`src/rtl/pipeline_pkg.sv`:
```
// Shared types and constants for the 32-bit pipelined core.
// Includes the MEM-stage FSM encoding and a small address helper.
package pipeline_pkg;

  localparam int WORD_W          = 32;
  localparam int REG_ADDR_W      = 5;
  localparam int DEFAULT_TIMEOUT = 16;

  typedef enum logic {
    IDLE = 1'b0,
    BUSY = 1'b1
  } mem_state_t;

  // Word accesses only: any set bit in [1:0] is a misaligned address.
  function automatic logic is_misaligned(input logic [WORD_W-1:0] addr);
    return addr[1:0] != 2'b00;
  endfunction

endpackage

```
`src/rtl/mem_wb_reg.sv`:
```
// MEM/WB pipeline register. load_i captures the d-side fields.
// bubble_i clears every field. With neither asserted, the register holds its value.
module mem_wb_reg
  import pipeline_pkg::*;
(
  input  logic                  clk,
  input  logic                  rst,
  input  logic                  load_i,
  input  logic                  bubble_i,
  input  logic [WORD_W-1:0]     readdata_i,
  input  logic [WORD_W-1:0]     alu_i,
  input  logic [REG_ADDR_W-1:0] rd_i,
  input  logic                  memtoreg_i,
  input  logic                  regwrite_i,
  input  logic                  err_i,
  output logic [WORD_W-1:0]     readdata_o,
  output logic [WORD_W-1:0]     alu_o,
  output logic [REG_ADDR_W-1:0] rd_o,
  output logic                  memtoreg_o,
  output logic                  regwrite_o,
  output logic                  err_o
);

  logic [WORD_W-1:0]     readdata_q;
  logic [WORD_W-1:0]     alu_q;
  logic [REG_ADDR_W-1:0] rd_q;
  logic                  memtoreg_q;
  logic                  regwrite_q;
  logic                  err_q;

  always_ff @(posedge clk) begin
    if (!rst || bubble_i) begin
      readdata_q <= '0;
      alu_q      <= '0;
      rd_q       <= '0;
      memtoreg_q <= 1'b0;
      regwrite_q <= 1'b0;
      err_q      <= 1'b0;
    end else if (load_i) begin
      readdata_q <= readdata_i;
      alu_q      <= alu_i;
      rd_q       <= rd_i;
      memtoreg_q <= memtoreg_i;
      regwrite_q <= regwrite_i;
      err_q      <= err_i;
    end
  end

  assign readdata_o = readdata_q;
  assign alu_o      = alu_q;
  assign rd_o       = rd_q;
  assign memtoreg_o = memtoreg_q;
  assign regwrite_o = regwrite_q;
  assign err_o      = err_q;

endmodule

```
`src/rtl/mem_stage.sv`:
```
// MEM pipeline stage. It performs word load/store over a req/ready data-memory port, with timeout.
// It stalls upstream while an access is outstanding and feeds the MEM/WB register.
module mem_stage
  import pipeline_pkg::*;
#(
  parameter int TIMEOUT_CYCLES = DEFAULT_TIMEOUT,
  parameter int CNT_W          = 5
) (
  input  logic                  clk,
  input  logic                  rst,
  input  logic [WORD_W-1:0]     alu_MEM,
  input  logic [WORD_W-1:0]     writedata_MEM,
  input  logic [REG_ADDR_W-1:0] rd_MEM,
  input  logic                  memread_MEM,
  input  logic                  memwrite_MEM,
  input  logic                  memtoreg_MEM,
  input  logic                  regwrite_MEM,
  output logic                  dmem_req,
  output logic                  dmem_we,
  output logic [WORD_W-1:0]     dmem_addr,
  output logic [WORD_W-1:0]     dmem_wdata,
  input  logic                  dmem_ready,
  input  logic [WORD_W-1:0]     dmem_rdata,
  output logic                  stall_mem,
  output logic [WORD_W-1:0]     readdata_WB,
  output logic [WORD_W-1:0]     alu_WB,
  output logic [REG_ADDR_W-1:0] rd_WB,
  output logic                  memtoreg_WB,
  output logic                  regwrite_WB,
  output logic                  mem_err_WB,
  output mem_state_t            mem_state_dbg
);

  localparam logic [CNT_W-1:0] CNT_LAST = CNT_W'(TIMEOUT_CYCLES - 1);

  mem_state_t            state_q;
  logic [CNT_W-1:0]      cnt_q;
  logic                  req_q;
  logic                  we_q;
  logic [WORD_W-1:0]     addr_q;
  logic [WORD_W-1:0]     wdata_q;
  logic [REG_ADDR_W-1:0] rd_q;
  logic                  memtoreg_q;
  logic                  regwrite_q;

  logic memop, illegal, misaligned;
  logic start, fault, abort;

  assign memop      = memread_MEM | memwrite_MEM;
  assign illegal    = memread_MEM & memwrite_MEM;
  assign misaligned = memop & is_misaligned(alu_MEM);

  assign start = (state_q == IDLE) & memop & ~illegal & ~misaligned;
  assign fault = (state_q == IDLE) & (illegal | misaligned);
  assign abort = (state_q == BUSY) & ~dmem_ready & (cnt_q == CNT_LAST);

  assign stall_mem = rst & (start | ((state_q == BUSY) & ~dmem_ready & ~abort));

  // dmem handshake: req and its payload are registered and held stable while req=1.
  // The transfer completes in the cycle where req and ready are both 1. Ready is ignored while req=0.
  always_ff @(posedge clk) begin
    if (!rst) begin
      state_q    <= IDLE;
      cnt_q      <= '0;
      req_q      <= 1'b0;
      we_q       <= 1'b0;
      addr_q     <= '0;
      wdata_q    <= '0;
      rd_q       <= '0;
      memtoreg_q <= 1'b0;
      regwrite_q <= 1'b0;
    end else begin
      case (state_q)
        IDLE: begin
          if (start) begin
            state_q    <= BUSY;
            cnt_q      <= '0;
            req_q      <= 1'b1;
            we_q       <= memwrite_MEM;
            addr_q     <= alu_MEM;
            wdata_q    <= writedata_MEM;
            rd_q       <= rd_MEM;
            memtoreg_q <= memtoreg_MEM;
            regwrite_q <= regwrite_MEM;
          end
        end
        BUSY: begin
          if (dmem_ready || abort) begin
            state_q <= IDLE;
            req_q   <= 1'b0;
          end else begin
            cnt_q <= cnt_q + 1'b1;
          end
        end
      endcase
    end
  end

  logic                  wb_load_d;
  logic                  wb_bubble_d;
  logic [WORD_W-1:0]     wb_readdata_d;
  logic [WORD_W-1:0]     wb_alu_d;
  logic [REG_ADDR_W-1:0] wb_rd_d;
  logic                  wb_memtoreg_d;
  logic                  wb_regwrite_d;
  logic                  wb_err_d;

  // The latched address doubles as the ALU result for memory ops.
  always_comb begin
    wb_load_d     = 1'b1;
    wb_bubble_d   = 1'b0;
    wb_readdata_d = '0;
    wb_alu_d      = alu_MEM;
    wb_rd_d       = rd_MEM;
    wb_memtoreg_d = memtoreg_MEM;
    wb_regwrite_d = regwrite_MEM;
    wb_err_d      = 1'b0;
    if (state_q == IDLE) begin
      if (start) begin
        wb_load_d   = 1'b0;
        wb_bubble_d = 1'b1;
      end else if (fault) begin
        wb_regwrite_d = 1'b0;
        wb_err_d      = 1'b1;
      end
    end else begin
      wb_alu_d      = addr_q;
      wb_rd_d       = rd_q;
      wb_memtoreg_d = memtoreg_q;
      wb_regwrite_d = regwrite_q;
      if (dmem_ready) begin
        wb_readdata_d = we_q ? '0 : dmem_rdata;
      end else if (abort) begin
        wb_regwrite_d = 1'b0;
        wb_err_d      = 1'b1;
      end else begin
        wb_load_d   = 1'b0;
        wb_bubble_d = 1'b1;
      end
    end
  end

  mem_wb_reg u_mem_wb_reg (
    .clk        (clk),
    .rst        (rst),
    .load_i     (wb_load_d),
    .bubble_i   (wb_bubble_d),
    .readdata_i (wb_readdata_d),
    .alu_i      (wb_alu_d),
    .rd_i       (wb_rd_d),
    .memtoreg_i (wb_memtoreg_d),
    .regwrite_i (wb_regwrite_d),
    .err_i      (wb_err_d),
    .readdata_o (readdata_WB),
    .alu_o      (alu_WB),
    .rd_o       (rd_WB),
    .memtoreg_o (memtoreg_WB),
    .regwrite_o (regwrite_WB),
    .err_o      (mem_err_WB)
  );

  assign dmem_req      = req_q;
  assign dmem_we       = we_q;
  assign dmem_addr     = addr_q;
  assign dmem_wdata    = wdata_q;
  assign mem_state_dbg = state_q;

endmodule
```
`config.mk`:
```
export PLATFORM = sky130hd
export DESIGN_NAME = mem_stage
export DESIGN_NICKNAME = d
export VERILOG_FILES = /design/src/rtl/pipeline_pkg.sv /design/src/rtl/mem_wb_reg.sv /design/src/rtl/mem_stage.sv
export SDC_FILE = /design/constraint.sdc
export NUM_CORES = 1
export LEC_CHECK = 0
export BUFFER_PORTS_ARGS = -buffer_cell sky130_fd_sc_hd__buf_2
export CORE_MARGIN = 2
export CORE_UTILIZATION = 25
export CTS_CLUSTER_SIZE = 25
export DETAILED_ROUTE_END_ITERATION = 10
export PLACE_DENSITY_LB_ADDON = 0.2
export SLEW_MARGIN = 20
export SYNTH_ARGS = -nofsm -noshare
export SYNTH_HDL_FRONTEND = slang
export SYNTH_HIERARCHICAL = 1
export SYNTH_SLANG_ARGS = --single-unit
export TNS_END_PERCENT = 1
```
`constraint.sdc`:
```
create_clock -name clk -period 3.9 [get_ports clk]
set_clock_uncertainty 0.05 [all_clocks]
set_input_delay 0.39 -clock clk [delete_from_list [all_inputs] [get_ports clk]]
set_output_delay 0.39 -clock clk [all_outputs]
set_load 0.1 [all_outputs]
```
==> metrics.csv <==
stage;metric;value;unit
clock_tree;CTS buffer count;17;
clock_tree;CTS root buf;clkbuf_16;
global_routing;GRT busiest layer;met2;
sta;fin. max-slew vios;0;
layout;Final Net Count;1009;
place;Post-DP HPWL;12000;um
layout;ratio of cells with drive above 1 in the final layout;36.7;%
floorplan;Die W;163;um
yosys;asr flop ratio synth;0;%
clock_tree;clk_lat worst skew;0.42;ns
min_path;hold path start;writedata_MEM[31];
critical_path;crit path launch type;flip-flop;
critical_path;WP data required;4.13;ns
route;vias per std cell;4.55;
yosys;register area share after synthesis;47.6;%
critical_path;reg2reg start;cnt_q[0];
floorplan;DIE AREA;26700;um2
global_routing;number of global-route vias before repair;5582;
sta;RSZ-0062 raised after global routing;no;
yosys;#FFs+latches synth;151;
sta;Max Fclk;0.337;GHz
sta;Tmin final;2.97;ns
critical_path;Most Frequent Cell on Critical Path;ha_1;
layout;commonest non-fill, non-tap cell in the layout;buf_2;
clock_tree;CTS Sinks;151;
critical_path;CP bufs+invs;2;
clock_tree;Worst-path clk slew;0.08;ns
floorplan;Die H;163;um
yosys;Synth Net Count;797;
yosys;Netlist cell types;36;
global_routing;initial antenna violation count;0;
yosys;EDFF count, synth;0;
yosys;main combinational cell family by area after synthesis;multiplexers;
sta;TNS Setup;0;ns
critical_path;Max stage delay on crit path;0.76;ns
route;antenna viol nets, final;0;
layout;post-route cell area;8340;um2
global_routing;met3 usage;3.78;%
place;Placed Area;7760;um2
critical_path;Crit-path slowest cell;inv_4;
sta;period utilization;76.2;%
sta;final hold vios;0;
global_routing;met2 GRT Util;24.2;%
sta;Tightest Pin Transition;1.10;ns
critical_path;critical path cell sequence;ha_1 > and3_1 > ha_1 > or3b_1 > o21ai_1 > inv_4 > buf_4 > mux2i_1 > nor2_1;
route;WL final;19800;um
global_routing;first-pass GRT wire length;30700;um
job;MaxCap Viol Count;0;
yosys;Avg Synthesized Cell Area;9.24;um2
place;Final GP Congestion;0.703;
yosys;Post-Synth Simple-Gate Area;15.0;%
run_status;status;finished, final reports clean;
layout;Inserted Diodes;0;
sta;Final setup violation count;0;
yosys;Post-Syn Instances;687;
clock_tree;postcts setup bufs;0;
floorplan;CORE AREA;25000;um2
critical_path;FF-to-FF path depth;9;
pwr;PwrDens;507;nW/um2
critical_path;worst setup path startpoint;cnt_q[0];
place;number of buffers added on ports;247;
yosys;Post-Synth Adder-Cell Area;0.394;%
global_routing;GR Util All Layers;14.7;%
min_path;Min-Delay Path Class;in -> reg;
global_routing;total gr overflow;0;
pwr;Leakage Power;4.00;nW
critical_path;Arrival @ worst endpoint;3.20;ns
route;DRC errors left;0;
critical_path;Crit Path Class;reg -> reg;
clock_tree;Clock Path Buffers;2;
critical_path;CP delay by family, top;buffers and inverters;
sta;slew margin rel.;26.9;%
clock_tree;CTS tree;yes;
route;vias;5654;
yosys;Synth Area in XOR/XNOR;0.276;%
yosys;Yosys top cell area share;47.6;%
clock_tree;post_cts resized;0;
floorplan;Starting Density;25.4;%
global_routing;met1 Track Usage GR;19.0;%
yosys;area leader, netlist;dfxtp_1;
critical_path;Critical Path Fanout Max;62;
pwr;worst vdd ir;0.220;mV
yosys;synthesized area;6350;um2
min_path;hold depth;3;
layout;commonest non-fill, non-tap cells in the layout;buf_2, dfxtp_1, a21oi_1;
clock_tree;H-Tree Level Count;4;
critical_path;Crit. End Element;flip-flop;
yosys;largest cells by area after synthesis;dfxtp_1, mux2i_1, mux2_2, a21oi_1, o21ai_0;
yosys;post-synthesis mux area share;18.1;%
route;router iterations before antenna repair;5;
yosys;Synth Area in Compound Gates;12.8;%
yosys;Synth Flop Type;dfxtp_1;
route;DR iter-0 viols;346;
clock_tree;hold buffers post-CTS;0;
floorplan;I/O Pins;248;
global_routing;largest net degree at the start of global routing;74;
layout;Area growth syn-to-layout;31.4;%
sta;Min Hold Slack;0.163;ns
route;Avg WL per Cell;15.9;um
floorplan;# rows;58;
critical_path;instance count on the critical path;9;
yosys;Yosys warning count;6;
==> report_power, final <==
group	leakage [nW]	total, mW	switching (mW)	internal [mW]
clock	0.288	1.67	0.794	0.877
sequential	1.23	1.64	0.0354	1.61
combinational	2.48	0.915	0.722	0.192
total	4.00	4.23	1.55	2.68
==> worst min-delay path: stages <==
cell     delay [ns]
buf_2          0.09
nand3_1        0.05
a21oi_1        0.05
==> state kept, by name, summed over array words and instances, names as in the netlist <==
signal	flops
dmem_req	1
dmem_addr	32
u_mem_wb_reg/readdata_o	32
rd_q	5
mem_state_dbg	1
u_mem_wb_reg/regwrite_o	1
u_mem_wb_reg/alu_o	32
regwrite_q	1
u_mem_wb_reg/err_o	1
u_mem_wb_reg/memtoreg_o	1
cnt_q	5
dmem_we	1
memtoreg_q	1
dmem_wdata	32
u_mem_wb_reg/rd_o	5
==> per-layer routing <==
metal  vias up  share of wire, %  wire (um)
met5         -                 0          0
met4         0               1.2        236
met3        14               6.6       1310
met2       174                46       9140
met1      2651                46       9110
li1       2815                 -          -
==> cell type report <==
| class | instances | area, um2 |
|---|---|---|
| Timing Repair Buffer | 256 | 1300 |
| Tap cell | 330 | 413 |
| Clock inverter | 14 | 149 |
| Fill cell | 2682 | 16700 |
| Inverter | 3 | 13.8 |
| Multi-Input combinational cell | 470 | 3000 |
| Sequential cell | 151 | 3020 |
| Clock buffer | 18 | 439 |
==> logic make-up after synthesis <==
kind of cell             count (synthesis)
AND/OR/NAND/NOR                        198
multiplexers                           110
buffers and inverters                   66
XOR/XNOR                                 2
AO/OA/AOI/OAI                          158
adder cells (fa/ha/maj)                  2
flip-flops                             151
==> path summary, 6_finish.rpt <==
check	end	slack (ns)
min reg2reg	dmem_wdata[11]	0.42
max	u_mem_wb_reg/alu_o[10]	0.93
min	dmem_wdata[31]	0.16
max reg2reg	u_mem_wb_reg/alu_o[10]	0.93
==> cells in the mapped netlist (all sizes together), types with 2 or more instances <==
master  instances
dfxtp         151
a21oi          76
o21ai          74
nor2           73
mux2i          72
nand3          71
mux2           38
buf            37
and2           32
clkbuf         26
nand2           8
and3            3
o211ai          3
ha              2
inv             2
nand2b          2
nor2b           2
or3             2
==> through the flow <==
| step | setup slack, ns | instances | power, mW | utilization [%] |
|---|---|---|---|---|
| floorplan | 0.409 | 687 | 2.41 | - |
| global placement | 0.906 | 1210 | 2.60 | 31.0 |
| detailed placement | 0.818 | 1210 | 2.60 | 31.0 |
| CTS | 0.817 | 1242 | 4.31 | 33.3 |
| global route | 0.597 | 1242 | 4.43 | 33.3 |
| finish | 0.929 | 1242 | 4.23 | 33.3 |
No activity file was read; power rests on OpenSTA's default activity.
